**src/rtl/mini_cpu_core_p.sv**
```systemverilog
// mini_cpu_core_p - parametrised multi-cycle register-machine CPU core.
//
// Fetches 16-bit instructions from an external synchronous ROM and executes
// each one in three cycles (FETCH -> DECODE -> EXEC). It supports ALU ops,
// immediate loads, jumps, conditional branches on a register being zero,
// and HALT. It keeps zero/carry flags and provides a debug register-read port.
//
// Ports:
//   clk          clock, all state on rising edge
//   rst_n        asynchronous active-low reset
//   run          issue gate; when low the core waits in FETCH
//   instr_addr   ROM address (always equals pc)
//   instr_rdata  ROM data, valid the cycle after instr_addr
//   dbg_sel      debug register select
//   dbg_data     combinational read of the selected register
//   pc           program counter
//   alu_result   last value written to a register
//   flag_z       zero flag
//   flag_c       carry/borrow flag
//   retire       one-cycle pulse in the EXEC cycle of every instruction
//   illegal      one-cycle pulse in the EXEC cycle of an undefined opcode
//   halted       high once HALT has executed
module mini_cpu_core_p #(
    parameter int DATA_W   = 8,
    parameter int NUM_REGS = 4,
    parameter int PC_W     = 4
) (
    input  logic                        clk,
    input  logic                        rst_n,
    input  logic                        run,
    output logic [PC_W-1:0]             instr_addr,
    input  logic [15:0]                 instr_rdata,
    input  logic [$clog2(NUM_REGS)-1:0] dbg_sel,
    output logic [DATA_W-1:0]           dbg_data,
    output logic [PC_W-1:0]             pc,
    output logic [DATA_W-1:0]           alu_result,
    output logic                        flag_z,
    output logic                        flag_c,
    output logic                        retire,
    output logic                        illegal,
    output logic                        halted
);
    localparam int RW = $clog2(NUM_REGS);

    localparam logic [1:0] S_FETCH  = 2'd0;
    localparam logic [1:0] S_DECODE = 2'd1;
    localparam logic [1:0] S_EXEC   = 2'd2;
    localparam logic [1:0] S_HALT   = 2'd3;

    localparam logic [3:0] OP_LDI  = 4'h1;
    localparam logic [3:0] OP_ADD  = 4'h2;
    localparam logic [3:0] OP_SUB  = 4'h3;
    localparam logic [3:0] OP_AND  = 4'h4;
    localparam logic [3:0] OP_OR   = 4'h5;
    localparam logic [3:0] OP_XOR  = 4'h6;
    localparam logic [3:0] OP_MOV  = 4'h7;
    localparam logic [3:0] OP_JMP  = 4'h8;
    localparam logic [3:0] OP_BZ   = 4'h9;
    localparam logic [3:0] OP_BNZ  = 4'hA;
    localparam logic [3:0] OP_ILLO = 4'hB;
    localparam logic [3:0] OP_ILHI = 4'hE;
    localparam logic [3:0] OP_HALT = 4'hF;

    logic [1:0]        state_q, state_d;
    logic [PC_W-1:0]   pc_q, pc_d;
    logic [15:0]       ir_q, ir_d;
    logic [DATA_W-1:0] rf_q [NUM_REGS];
    logic [DATA_W-1:0] alu_q, alu_d;
    logic              z_q, z_d, c_q, c_d;
    logic              retire_q, retire_d;
    logic              illegal_q, illegal_d;
    logic              halted_q, halted_d;

    logic [3:0]        opcode_s;
    logic [RW-1:0]     rd_s, rs_s, rt_s;
    logic [7:0]        imm8_s;
    logic [DATA_W-1:0] op_a_s, op_b_s, rd_val_s;
    logic [DATA_W:0]   sum_s, diff_s;
    logic [PC_W-1:0]   pc_inc_s, target_s;
    logic              wr_op_s, carry_s, taken_s, we_s;
    logic [DATA_W-1:0] wdata_s;
    logic              unused_ir_s;

    assign opcode_s    = ir_q[15:12];
    assign rd_s        = ir_q[8 +: RW];
    assign rs_s        = ir_q[4 +: RW];
    assign rt_s        = ir_q[0 +: RW];
    assign imm8_s      = ir_q[7:0];
    // Register index bits above RW are ignored by design.
    assign unused_ir_s = ^ir_q[11:8];
    assign pc_inc_s    = pc_q + {{(PC_W-1){1'b0}}, 1'b1};
    assign target_s    = PC_W'(imm8_s);

    // Operand read and ALU evaluation for the instruction held in the IR
    always_comb begin
        op_a_s   = rf_q[rs_s];
        op_b_s   = rf_q[rt_s];
        rd_val_s = rf_q[rd_s];
        // One extra bit captures carry out (ADD) and borrow (SUB).
        sum_s    = {1'b0, op_a_s} + {1'b0, op_b_s};
        diff_s   = {1'b0, op_a_s} - {1'b0, op_b_s};
        wr_op_s  = 1'b0;
        wdata_s  = {DATA_W{1'b0}};
        carry_s  = 1'b0;
        taken_s  = 1'b0;
        case (opcode_s)
            OP_LDI: begin wr_op_s = 1'b1; wdata_s = DATA_W'(imm8_s); end
            OP_ADD: begin wr_op_s = 1'b1; wdata_s = sum_s[DATA_W-1:0]; carry_s = sum_s[DATA_W]; end
            OP_SUB: begin wr_op_s = 1'b1; wdata_s = diff_s[DATA_W-1:0]; carry_s = diff_s[DATA_W]; end
            OP_AND: begin wr_op_s = 1'b1; wdata_s = op_a_s & op_b_s; end
            OP_OR:  begin wr_op_s = 1'b1; wdata_s = op_a_s | op_b_s; end
            OP_XOR: begin wr_op_s = 1'b1; wdata_s = op_a_s ^ op_b_s; end
            OP_MOV: begin wr_op_s = 1'b1; wdata_s = op_a_s; end
            OP_JMP: taken_s = 1'b1;
            OP_BZ:  taken_s = (rd_val_s == {DATA_W{1'b0}});
            OP_BNZ: taken_s = (rd_val_s != {DATA_W{1'b0}});
            default: wr_op_s = 1'b0;
        endcase
    end

    // Sequencer: next state, pc, flags and the retire/illegal/halt pulses
    always_comb begin
        state_d   = state_q;
        pc_d      = pc_q;
        ir_d      = ir_q;
        alu_d     = alu_q;
        z_d       = z_q;
        c_d       = c_q;
        retire_d  = 1'b0;
        illegal_d = 1'b0;
        halted_d  = halted_q;
        we_s      = 1'b0;
        case (state_q)
            S_FETCH: begin
                if (run) begin
                    state_d = S_DECODE;
                end else begin
                    state_d = S_FETCH;
                end
            end
            S_DECODE: begin
                // Pulses are registered here so they are high during EXEC.
                ir_d      = instr_rdata;
                retire_d  = 1'b1;
                illegal_d = (instr_rdata[15:12] >= OP_ILLO) && (instr_rdata[15:12] <= OP_ILHI);
                state_d   = S_EXEC;
            end
            S_EXEC: begin
                if (taken_s) begin
                    pc_d = target_s;
                end else begin
                    pc_d = pc_inc_s;
                end
                if (wr_op_s) begin
                    we_s  = 1'b1;
                    alu_d = wdata_s;
                    z_d   = (wdata_s == {DATA_W{1'b0}});
                    c_d   = carry_s;
                end else begin
                    we_s  = 1'b0;
                end
                if (opcode_s == OP_HALT) begin
                    state_d  = S_HALT;
                    halted_d = 1'b1;
                end else begin
                    state_d  = S_FETCH;
                end
            end
            S_HALT:  state_d = S_HALT;
            default: state_d = S_FETCH;
        endcase
    end

    // Control and status registers
    always_ff @(posedge clk or negedge rst_n) begin
        if (!rst_n) begin
            state_q   <= S_FETCH;
            pc_q      <= {PC_W{1'b0}};
            ir_q      <= 16'h0000;
            alu_q     <= {DATA_W{1'b0}};
            z_q       <= 1'b0;
            c_q       <= 1'b0;
            retire_q  <= 1'b0;
            illegal_q <= 1'b0;
            halted_q  <= 1'b0;
        end else begin
            state_q   <= state_d;
            pc_q      <= pc_d;
            ir_q      <= ir_d;
            alu_q     <= alu_d;
            z_q       <= z_d;
            c_q       <= c_d;
            retire_q  <= retire_d;
            illegal_q <= illegal_d;
            halted_q  <= halted_d;
        end
    end

    // Register file, written only at the end of EXEC
    always_ff @(posedge clk or negedge rst_n) begin
        if (!rst_n) begin
            for (int i = 0; i < NUM_REGS; i++) begin
                rf_q[i] <= {DATA_W{1'b0}};
            end
        end else if (we_s) begin
            rf_q[rd_s] <= wdata_s;
        end
    end

    assign instr_addr = pc_q;
    assign pc         = pc_q;
    assign dbg_data   = rf_q[dbg_sel];
    assign alu_result = alu_q;
    assign flag_z     = z_q;
    assign flag_c     = c_q;
    assign retire     = retire_q;
    assign illegal    = illegal_q;
    assign halted     = halted_q;
endmodule

```
**config.mk**
```make
export PLATFORM = sky130hd
export DESIGN_NAME = mini_cpu_core_p
export DESIGN_NICKNAME = d
export VERILOG_FILES = /design/src/rtl/mini_cpu_core_p.sv
export SDC_FILE = /design/constraint.sdc
export NUM_CORES = 1
export LEC_CHECK = 0
export BUFFER_PORTS_ARGS = -buffer_cell sky130_fd_sc_hd__clkbuf_2
export CAP_MARGIN = 10
export CORE_ASPECT_RATIO = 1.5
export CORE_MARGIN = 2
export CORE_UTILIZATION = 40
export DETAILED_ROUTE_END_ITERATION = 7
export PLACE_DENSITY = 0.64
export SETUP_SLACK_MARGIN = 0.4
export SLEW_MARGIN = 20
export SYNTH_ARGS = -nofsm -noshare
export SYNTH_HDL_FRONTEND = slang
export SYNTH_SLANG_ARGS = --single-unit
```
**constraint.sdc**
```tcl
create_clock -name clk -period 4.7 [get_ports clk]
set_input_delay 0.235 -clock clk [delete_from_list [all_inputs] [get_ports clk]]
set_output_delay 0.235 -clock clk [all_outputs]
set_load 0.01 [all_outputs]
```
==> impl_metrics.csv <==
group,metric,value,unit
outcome,status,"finished clean",
yosys,yosys_warnings,0,
clocking,cts_setup_buffers,0,
detailed_routing,vias,3454,
worst_setup_path,r2r-start,"ir_q[0]$_DFFE_PN0P_",
sta,worst_slew_pin_slew,0.949,ns
finish,layout-drive-gt1-share,26.6,%
worst_setup_path,critical_path_class,"reg -> reg",
yosys,syn_nets,472,
finish,nets,505,
clocking,clk_pin_slew,0.05,ns
worst_setup_path,crit_start,"ir_q[0]$_DFFE_PN0P_",
die,die-area,12100,sq um
clocking,clock_latency,0.33,ns
grt,grt_usage,19.6,%
grt,grt.overflow.total,0,
worst_setup_path,r2r_slack,1.00,ns
clocking,cts_num_sinks,65,
worst_setup_path,r2r-end,"rf_q[22]$_DFFE_PN0P_",
clocking,tritoncts,"yes",
sta,max_freq,271,MHz
yosys,synthTopCellsByArea,"dfrtp_1 36%, mux2_2 9.0%, mux4_2 9.0%",
sta,fin_skew,0.00601,ns
yosys,synth.most_common_cell,"dfrtp_1",
clocking,cts-buffers-inserted,9,
worst_setup_path,start_kind,"register",
yosys,synth_commonest_cells,"65 x dfrtp_1, 36 x mux2_2, 34 x a21oi_1",
worst_setup_path,crit_arrival,3.87,ns
sta,tns,0,ns
detailed_routing,routed_wl,11.5,mm
clocking,hold_buffers,0,
yosys,synth_area,4490,sq um
clocking,cts_max_path_buffers,2,
die,coreArea,11000,sq um
detailed_routing,drt-initial-drc-count,250,
clocking,post_cts_resized,0,
sta,holdWs,0.0833,ns
yosys,syn_avg_cell_area,10.6,sq um
die,fp.dieW,90.5,microns
detailed_routing,drtPass1Iterations,4,
yosys,synth_largest_area_cell,"dfrtp_1",
yosys,ys_seq_elements,65,
yosys,ys_seq_area_share,36.2,%
sta,drv_slew,0,
placed_design,portBuffers,47,
sta,hold_viol_final,0,
yosys,ys.flop_type,"dfrtp_1",
clocking,htreeDepth,3,
finish,n_antenna_cell,0,
finish,area_delta_synth_final,13.3,%
die,start_util,40.9,%
finish,multiInputGateArea,2630,sq um
clocking,cts_root_buf,"clkbuf_16",
die,rows,47,
finish,fillCellCount,1043,
detailed_routing,drc,0,
detailed_routing,routedWlPerCell,18.8,microns
placed_design,hpwlAfterDp,8.74,mm
placed_design,gp_congestion,0.906,
yosys,ys_async_sr_fraction,100,%
sta,relSlewSlack,36.5,%
worst_setup_path,crit_fanout,10,
yosys,synth_edf_count,0,
worst_setup_path,endpoint_kind,"register",
worst_setup_path,crit_required,4.87,ns
sta,finalSetupViolCount,0,
run,drv_cap,0,
yosys,netlist_instances,424,
grt,grt_pass1_wl,18.6,mm
sta,period_needed,3.70,ns
grt,grt_start_max_net_pins,66,
die,die_y,134,microns
finish,seqCellArea,1630,sq um
worst_hold_path,min_path_type,"in -> async",
sta,rsz0062_at_grt,"no",
yosys,synth.distinct_cells,54,
worst_setup_path,rr_worst_depth,9,
detailed_routing,antenna_left,0,
detailed_routing,viasPerCell,5.67,
die,io_pins,50,
grt,grt_pass1_vias,3480,
grt,antenna_found_initial,0,
yosys,yosys.area.top_type_share,36.2,%
sta,min_period_over_period,78.6,%
metal layers:
| layer | share of wire [%] | vias to the layer above | wire length (microns) | track usage, % |
|---|---|---|---|---|
| li1 | - | 1627 | - | - |
| met1 | 40 | 1715 | 4540 | 22.1 |
| met2 | 55 | 94 | 6330 | 36.9 |
| met3 | 2.9 | 18 | 327 | 3.54 |
| met4 | 2.4 | 0 | 272 | 6.75 |
| met5 | 0 | - | 0 | 0 |
cell usage in the layout (no fill, tap or decap), drive strengths merged, types with 3 or more instances in the layout:
cell type and instances:
a221o 4, nor2b 9, nor3b 3, a31oi 5, xnor2 6, nor3 5, o21bai 4, nand3b 3
nor4 9, ha 25, o21ai 15, dfrtp 65, clkbuf 58, xor2 3, buf 5, mux2i 7
a22oi 4, nand2b 5, nor2 31, clkinv 3, a21o 6, a21oi 34, nand2 28, mux4 25
nand3 7, inv 25, mux2 36
metrics by stage:
stage	instances	area (sq um)	utilization (%)	worst slack, ns
2_1_floorplan	424	4490	-	1.43
3_3_place_gp	593	4800	43.7	1.08
3_5_place_dp	593	4800	43.7	1.04
4_1_cts	609	5090	46.3	1.04
5_1_grt	609	5090	46.3	0.752
6_report	609	5090	46.3	1.00
sequential cells by signal, indices dropped and copies added (netlist names):
register,flops
rf_q,32
flag_z,1
retire,1
alu_result,8
state_q,2
flag_c,1
illegal,1
ir_q,14
halted,1
instr_addr,4
worst max-delay path, stage by stage (launching register included):
cell and delay, ns:
dfrtp_1 0.71, mux4_2 0.62, ha_1 0.23, fa_1 0.43
o21bai_1 0.19, a21oi_1 0.14, o31ai_1 0.38, o221ai_1 0.19
a21oi_1 0.51, a21oi_1 0.14
area by class of cell:
type                       count  area share (%)
sequential                    65            31.9
clock inverter                 5            1.11
timing repair buffer          52            5.35
multi-input combinational    304            51.6
clock buffer                  11            4.57
inverter                      25            1.84
tap                          147            3.61
worst max path at each step:
| stage | end | cells past startpoint |
|---|---|---|
| 2_1_floorplan | flag_z$_DFFE_PN0P_ | 11 |
| 3_3_place_gp | rf_q[6]$_DFFE_PN0P_ | 9 |
| 3_5_place_dp | rf_q[6]$_DFFE_PN0P_ | 9 |
| 4_1_cts | rf_q[6]$_DFFE_PN0P_ | 9 |
| 5_1_grt | rf_q[14]$_DFFE_PN0P_ | 9 |
| 6_report | rf_q[22]$_DFFE_PN0P_ | 9 |
logic make-up after synthesis:
family,Yosys count,synth area share [%]
compound gates,89,12.5
buf+inv,55,5.35
fa+ha+maj,27,7.85
flops,65,36.2
mux,68,23.8
simple gates,111,12.6
xor+xnor,9,1.75
Power is not shown: default switching activity piles up to over one toggle a cycle in this logic, so the estimate is an artifact.
